### src/rtl/pipe_fft_pkg.sv
// Shared constants and types for the pipeFFT stage controllers.
// Holds the default widths and the legal range for the delay-line length.
package pipe_fft_pkg;

    localparam int DW_DEF     = 68;
    localparam int AW_DEF     = 4;
    localparam int RD_LAT_DEF = 2;
    localparam int DLY_DEF    = 15;
    localparam int DLY_MIN    = 1;

    typedef logic [DW_DEF-1:0] sample_t;

    // Longest delay a 2**aw deep memory can hold without read/write collision
    function automatic int dly_max(input int aw);
        return (1 << aw) - 1;
    endfunction

endpackage

### src/rtl/pipe_fft_vld_pipe.sv
// Valid-bit shift register with synchronous flush.
// Shared by pipeFFT stages to align a valid flag with a fixed-latency datapath.
module pipe_fft_vld_pipe #(
    parameter int DEPTH = 3
) (
    input  logic clk,
    input  logic rst_n,
    input  logic flush,
    input  logic din,
    output logic dout
);

    logic [DEPTH-1:0] sr;

    if (DEPTH < 2) begin : g_bad_depth
        $error("pipe_fft_vld_pipe: DEPTH must be at least 2");
    end

    always_ff @(posedge clk or negedge rst_n) begin
        if (!rst_n) begin
            sr <= '0;
        end else if (flush) begin
            sr <= '0;
        end else begin
            sr <= {sr[DEPTH-2:0], din};
        end
    end

    assign dout = sr[DEPTH-1];

endmodule

### src/rtl/pipe_fft_dly_ctrl.sv
// Delay-memory controller for one pipeFFT stage: writes valid samples into the
// external two-port RAM and reads back the sample from DLY valid inputs earlier.
module pipe_fft_dly_ctrl
    import pipe_fft_pkg::*;
#(
    parameter int DW     = DW_DEF,
    parameter int AW     = AW_DEF,
    parameter int DLY    = DLY_DEF,
    parameter int RD_LAT = RD_LAT_DEF
) (
    input  logic          clk,
    input  logic          nGrst,
    input  logic          sync,
    input  logic          in_vld,
    input  logic [DW-1:0] in_d,
    output logic [DW-1:0] mem_wD,
    output logic [AW-1:0] mem_wAddr,
    output logic          mem_wEn,
    output logic [AW-1:0] mem_rAddr,
    input  logic [DW-1:0] mem_rD,
    output logic          out_vld,
    output logic [DW-1:0] out_d,
    output logic          primed
);

    localparam int            CW    = $clog2(DLY + 1);
    localparam logic [AW-1:0] DLY_A = AW'(DLY);

    if (DLY < DLY_MIN || DLY > dly_max(AW) || RD_LAT < 1) begin : g_bad_param
        $error("pipe_fft_dly_ctrl: DLY must be 1..2**AW-1 and RD_LAT at least 1");
    end

    logic [AW-1:0] wptr;
    logic [CW-1:0] prime_cnt;
    logic          primed_next;
    logic          tail;

    assign primed_next = (prime_cnt == CW'(DLY));

    // Pointers advance only on valid samples, so the delay is measured in samples
    always_ff @(posedge clk or negedge nGrst) begin
        if (!nGrst) begin
            wptr      <= '0;
            prime_cnt <= '0;
            primed    <= 1'b0;
            mem_wEn   <= 1'b0;
            mem_wAddr <= '0;
            mem_wD    <= '0;
            mem_rAddr <= '0;
        end else if (sync) begin
            wptr      <= '0;
            prime_cnt <= '0;
            primed    <= 1'b0;
            mem_wEn   <= 1'b0;
            mem_wAddr <= '0;
            mem_wD    <= '0;
            mem_rAddr <= '0;
        end else begin
            mem_wEn <= in_vld;
            if (in_vld) begin
                mem_wAddr <= wptr;
                mem_wD    <= in_d;
                mem_rAddr <= wptr - DLY_A;
                wptr      <= wptr + AW'(1);
                if (!primed_next) begin
                    prime_cnt <= prime_cnt + CW'(1);
                end
                if (prime_cnt == CW'(DLY - 1)) begin
                    primed <= 1'b1;
                end
            end
        end
    end

    // One cycle for the address register plus the memory's own read latency
    pipe_fft_vld_pipe #(
        .DEPTH (1 + RD_LAT)
    ) u_vld_pipe (
        .clk   (clk),
        .rst_n (nGrst),
        .flush (sync),
        .din   (in_vld & primed_next),
        .dout  (tail)
    );

    always_ff @(posedge clk or negedge nGrst) begin
        if (!nGrst) begin
            out_vld <= 1'b0;
            out_d   <= '0;
        end else if (sync) begin
            out_vld <= 1'b0;
            out_d   <= '0;
        end else begin
            out_vld <= tail;
            if (tail) begin
                out_d <= mem_rD;
            end
        end
    end

endmodule
### config.mk
export PLATFORM = sky130hd
export DESIGN_NAME = pipe_fft_dly_ctrl
export DESIGN_NICKNAME = d
export VERILOG_FILES = /design/src/rtl/pipe_fft_pkg.sv /design/src/rtl/pipe_fft_vld_pipe.sv /design/src/rtl/pipe_fft_dly_ctrl.sv
export SDC_FILE = /design/constraint.sdc
export NUM_CORES = 1
export LEC_CHECK = 0
export ABC_AREA = 1
export CORE_ASPECT_RATIO = 1.75
export CORE_MARGIN = 10
export CORE_UTILIZATION = 41
export CTS_CLUSTER_DIAMETER = 120
export DETAILED_ROUTE_END_ITERATION = 10
export PLACE_DENSITY = 0.81
export SKIP_CTS_REPAIR_TIMING = 1
export SLEW_MARGIN = 20
export SYNTH_ARGS = -nofsm -noshare
export SYNTH_HDL_FRONTEND = slang
export SYNTH_SLANG_ARGS = --single-unit
### constraint.sdc
create_clock -name clk -period 1.3 [get_ports clk]
set_input_delay 0.195 -clock clk [delete_from_list [all_inputs] [get_ports clk]]
set_output_delay 0.195 -clock clk [all_outputs]
set_load 0.03 [all_outputs]
Word level (Yosys, flattened, before mapping) --
Index checks and enable logic that the tools add are counted.
Cells by class: equality and inequality tests 3, shift operators 0, order comparisons 0, reduce and logical (&&, ||, !) cells 5, multiplexer cells 19, bitwise gates (word level) 1, divide/modulo/power cells 0, add/sub/neg operators 3, multiply operators 0
Operators by type and width (count):
- two-way mux 68 bit | 4
- two-way mux 4 bit | 9
- adder 4 x 1 -> 4 bit (second input constant) | 2
- equality test 4 bit (second input constant) | 2
- nonzero test 2 bit | 3
- two-way mux 1 bit | 5
- AND reduction 2 bit | 2
- subtractor 4 bit (second input constant) | 1
- two-way mux 3 bit | 1
- inequality test 2 bit (second input constant) | 1
- AND 1 bit | 1
Storage, ports and cells: logic and storage cells 41, memory bits (writable) 0, register bits 158, output and inout bits 147, memories kept 0, input port bits 140, latch bits 0, bits in read-only memories 0

Logic depth before layout (Yosys ltp) --
depth in word-level cells 4, depth in mapped cells 8, gate-level depth less buffers 7

Cells and area by module --
Synthesis repeated with hierarchy kept, for this count alone.
Unflattened totals: cells, all modules 519, area total of the unflattened synthesis 5830.6 µm²
Modules (own cells, without submodules):
- pipe_fft_dly_ctrl | times used 1, sequential area each 3778.6 µm², area each 5733.0 µm², cells each 510
- pipe_fft_vld_pipe | times used 1, sequential area each 75.1 µm², area each 97.6 µm², cells each 9

Worst setup path before layout --
No wires, ideal clock.
path kind register to register, start point reg prime_cnt[0], end point reg prime_cnt[0], library setup time 0.129 ns, stages on the path, launching flop included 8, slack 0.155 ns, clock period less this slack 1.145 ns, data arrival time 1.016 ns, required time 1.171 ns, cell sequence dfrtp_1 > ha_1 > nand2_1 > inv_1 > nand2_1 > nand2_1 > nand2_1 > o21ai_0
On the way: word-level cells in the longest chain between the ends 4, elaborated cells on any way between the ends 7, classes of those cells add/sub (1); eq/ne (2); mux (3); reduce/logical (1)
RTL lines:
- start, declared | RTL line pipe_fft_dly_ctrl.sv:34 | logic [CW-1:0] prime_cnt;
- start signal, assigned | RTL line pipe_fft_dly_ctrl.sv:66 | prime_cnt <= prime_cnt + CW'(1);
- adder 4 x 1 -> 4 bit | RTL line pipe_fft_dly_ctrl.sv:66
- two-way mux 4 bit | RTL line pipe_fft_dly_ctrl.sv:65 | if (!primed_next) begin
- two-way mux 4 bit | RTL line pipe_fft_dly_ctrl.sv:60 | if (in_vld) begin
- two-way mux 4 bit | RTL line pipe_fft_dly_ctrl.sv:50 | end else if (sync) begin
Parallel ways exist; a longest one is shown, timed or not. The select of a mux whose other input is x is not followed. A chain may end at the register's enable or synchronous reset.

Final worst setup path --
start point reg mem_wD[9], end point out mem_wD[9]
RTL lines:
- start, declared | RTL line pipe_fft_dly_ctrl.sv:16 | output logic [DW-1:0] mem_wD,
- start signal, assigned | RTL line pipe_fft_dly_ctrl.sv:62 | mem_wD <= in_d;
No word-level cell between the ends.

==> metrics.txt <==
WP data required=1110 ps; Final Util=67.34%; Final #Nets=975; Netlist cell types=23; Total GRT Usage=19.62%; Clock Sinks=154; # fillers=1057; gr busiest metal=met2; crit end category=output port; reg-to-reg critical path endpoint=prime_cnt[3]$_DFFE_PN0P_; Fin. Hold Viols=0; largest net degree at the start of global routing=53; Core ar.=0.01430 mm²; ratio of cells with drive above 1 in the final layout=21.26%; Worst Setup Start Kind=register; drt pass-1 iters=5; ANT nets after route=0; Root Driver=clkbuf_16; leading area contributor after synthesis=dfrtp_1; DP Wirelength=15520 µm; grt total ovfl=0; R2R Path Start=prime_cnt[0]$_DFFE_PN0P_; drt total wl=20190 µm; total power=11.50 mW; H-Tree Depth=4; final setup vio count=0; crit-path max FO=2; R2R cell count=7; # port buffers=286; CTS buffer count=17; initial drt markers=114; Bufs on Longest Clock Path=2; Placer Congestion=0.9013; clk_lat worst skew=410 ps; Post-Route Skew=4.482 ps; Max Clock Freq=785.8 MHz; R2R setup slack=90 ps; Final min period=1273 ps; Cell Area, Synth=0.005916 mm²; PD cells=1194 mW/mm²; vias in the first global route=5553; global-route wire length before repair=31170 µm; critical path type=reg -> out; fin crit share=97.90%; Initial Util=41.38%; final setup slack of the worst path=27.34 ps; die area=0.01982 mm²; placed inst area=0.009240 mm²; Avg Cell Area, Syn=11.29 µm²; Yosys top cell area share=65.14%; CP max stage delay=370 ps; Mapped Nets=667; Yosys reg bits=154; Max Cap Violations=0; met2 Use GR=35.01%; count of pins over their slew limit=0; met1 usage in global routing=21.03%; Worst IR Drop VDD=0.0007229 V; pre-CTS WS=-255.0 ps; worst min-delay path class=in -> async; antenna violations before repair=1; worst-margin pin slew=447.1 ps; Worst slew margin=70.19%; sequential area share after synthesis=65.14%; post-synthesis cell count=524; Worst-path clk slew=60 ps; DRC=0; slowest CP cell=dfrtp_1; cell area after layout=0.009627 mm²; synthesis-to-finish area growth=62.73%; CTS tree=built; Pleak=5.388 nW; M3 GR Usage=5.729%; WP data arrival=1080 ps; outcome=completed; CP top delay family=flip-flops; WL per Instance=19.74 µm; Die Width=110.8 µm; Synth warnings=0; Vert. Die Dim=178.9 µm; DR vias/cell=4.913; via count=5026; Synth area leaders=dfrtp_1, a22o_1, nand2_1, inv_1, o21ai_0; I/O pin count=287; CP bufs+invs=1; Critical Path, Cell by Cell=dlymetal6s2s_1; Core Rows=58
-- cell usage after synthesis --
library cell,number
dfrtp_1,154
nand2_1,89
inv_1,80
a22o_1,68
o21ai_0,59
o21ai_2,20
buf_2,12
buf_4,9
nor2_1,6
nand3_1,5
clkbuf_2,4
ha_1,3
a21oi_1,2
buf_12,2
buf_6,2
inv_2,2
inv_4,1
nand2_2,1
nand4_1,1
nor2_4,1
nor3_1,1
o21ai_1,1
or2_4,1
-- routing by layer --
metal  wire [µm]  vias up  share of wire [%]
li1            -     2329                  -
met1        7452     2434                 37
met2       10760      219                 53
met3        1207       44                6.0
met4         777        0                3.8
met5           0        -                  0
-- power breakdown --
group	leakage (nW)	total, mW	switching [mW]	internal [mW]
Sequential	2.10	5.02	0.0923	4.93
Combinational	3.00	1.39	0.693	0.697
Clock	0.291	5.09	1.91	3.18
-- state kept, by name (all words and copies together), names as in the netlist --
| name | flops |
|---|---|
| out_d | 68 |
| prime_cnt | 4 |
| mem_wEn | 1 |
| mem_wAddr | 4 |
| u_vld_pipe.sr | 3 |
| wptr | 1 |
| mem_rAddr | 3 |
| mem_wD | 68 |
| primed | 1 |
| out_vld | 1 |
-- per-stage QoR --
step / hold WS (ps) / std cells / setup TNS, ps
2_1_floorplan: -100.6 / 524 / 0
3_3_place_gp: 143.6 / 992 / -24460
3_5_place_dp: 153.2 / 992 / -29090
4_1_cts: -286.7 / 1021 / -47730
5_1_grt: 324.0 / 1023 / -3.909
6_report: 282.0 / 1023 / 0
-- logic make-up after synthesis --
family / after synthesis / synth area share, %
AO/OA/AOI/OAI: 150 / 18.27
adder cells (fa/ha/maj): 3 / 0.6346
buffers and inverters: 112 / 8.862
flip-flops: 154 / 65.14
AND/OR/NAND/NOR: 105 / 7.085
-- placed cells by master (no fill, tap or decap), drive strengths merged --
cell type / Yosys / layout
buf: 25 / 47
nor3: 1 / 1
inv: 83 / 84
ha: 3 / 3
dfrtp: 154 / 154
bufinv: 0 / 4
dlygate4sd3: 0 / 1
nor2: 7 / 7
a22o: 68 / 68
clkinvlp: 0 / 2
a21oi: 2 / 2
dlymetal6s2s: 0 / 57
clkdlybuf4s50: 0 / 138
nand4: 1 / 1
o21ai: 80 / 80
nand3: 5 / 5
clkinv: 0 / 5
nand2: 90 / 90
diode: 0 / 1
clkbuf: 4 / 92
or2: 1 / 1
-- cell type report --
class | count | area [µm²] | area share [%]
inverter | 83 | 314.1 | 3.262
clock inverter | 12 | 176.4 | 1.833
tap | 180 | 225.2 | 2.339
multi-input combinational | 258 | 1543 | 16.03
timing repair buffer | 318 | 3087 | 32.06
antenna | 1 | 2.502 | 0.02599
clock buffer | 17 | 425.4 | 4.419
sequential | 154 | 3854 | 40.03
-- how the worst max path moves through the flow --
stage / from / end / slack (ps) / depth (start not counted)
2_1_floorplan: prime_cnt[0]$_DFFE_PN0P_ / prime_cnt[0]$_DFFE_PN0P_ / 160 / 7
3_3_place_gp: sync / out_d[35]$_DFFE_PN0P_ / -200 / 8
3_5_place_dp: sync / out_d[34]$_DFFE_PN0P_ / -260 / 5
4_1_cts: out_d[18]$_DFFE_PN0P_ / out_d[18] / -410 / 1
5_1_grt: out_d[3]$_DFFE_PN0P_ / out_d[3] / -4 / 1
6_report: mem_wD[9]$_DFFE_PN0P_ / mem_wD[9] / 30 / 1
(Power assumes the default switching activity.)
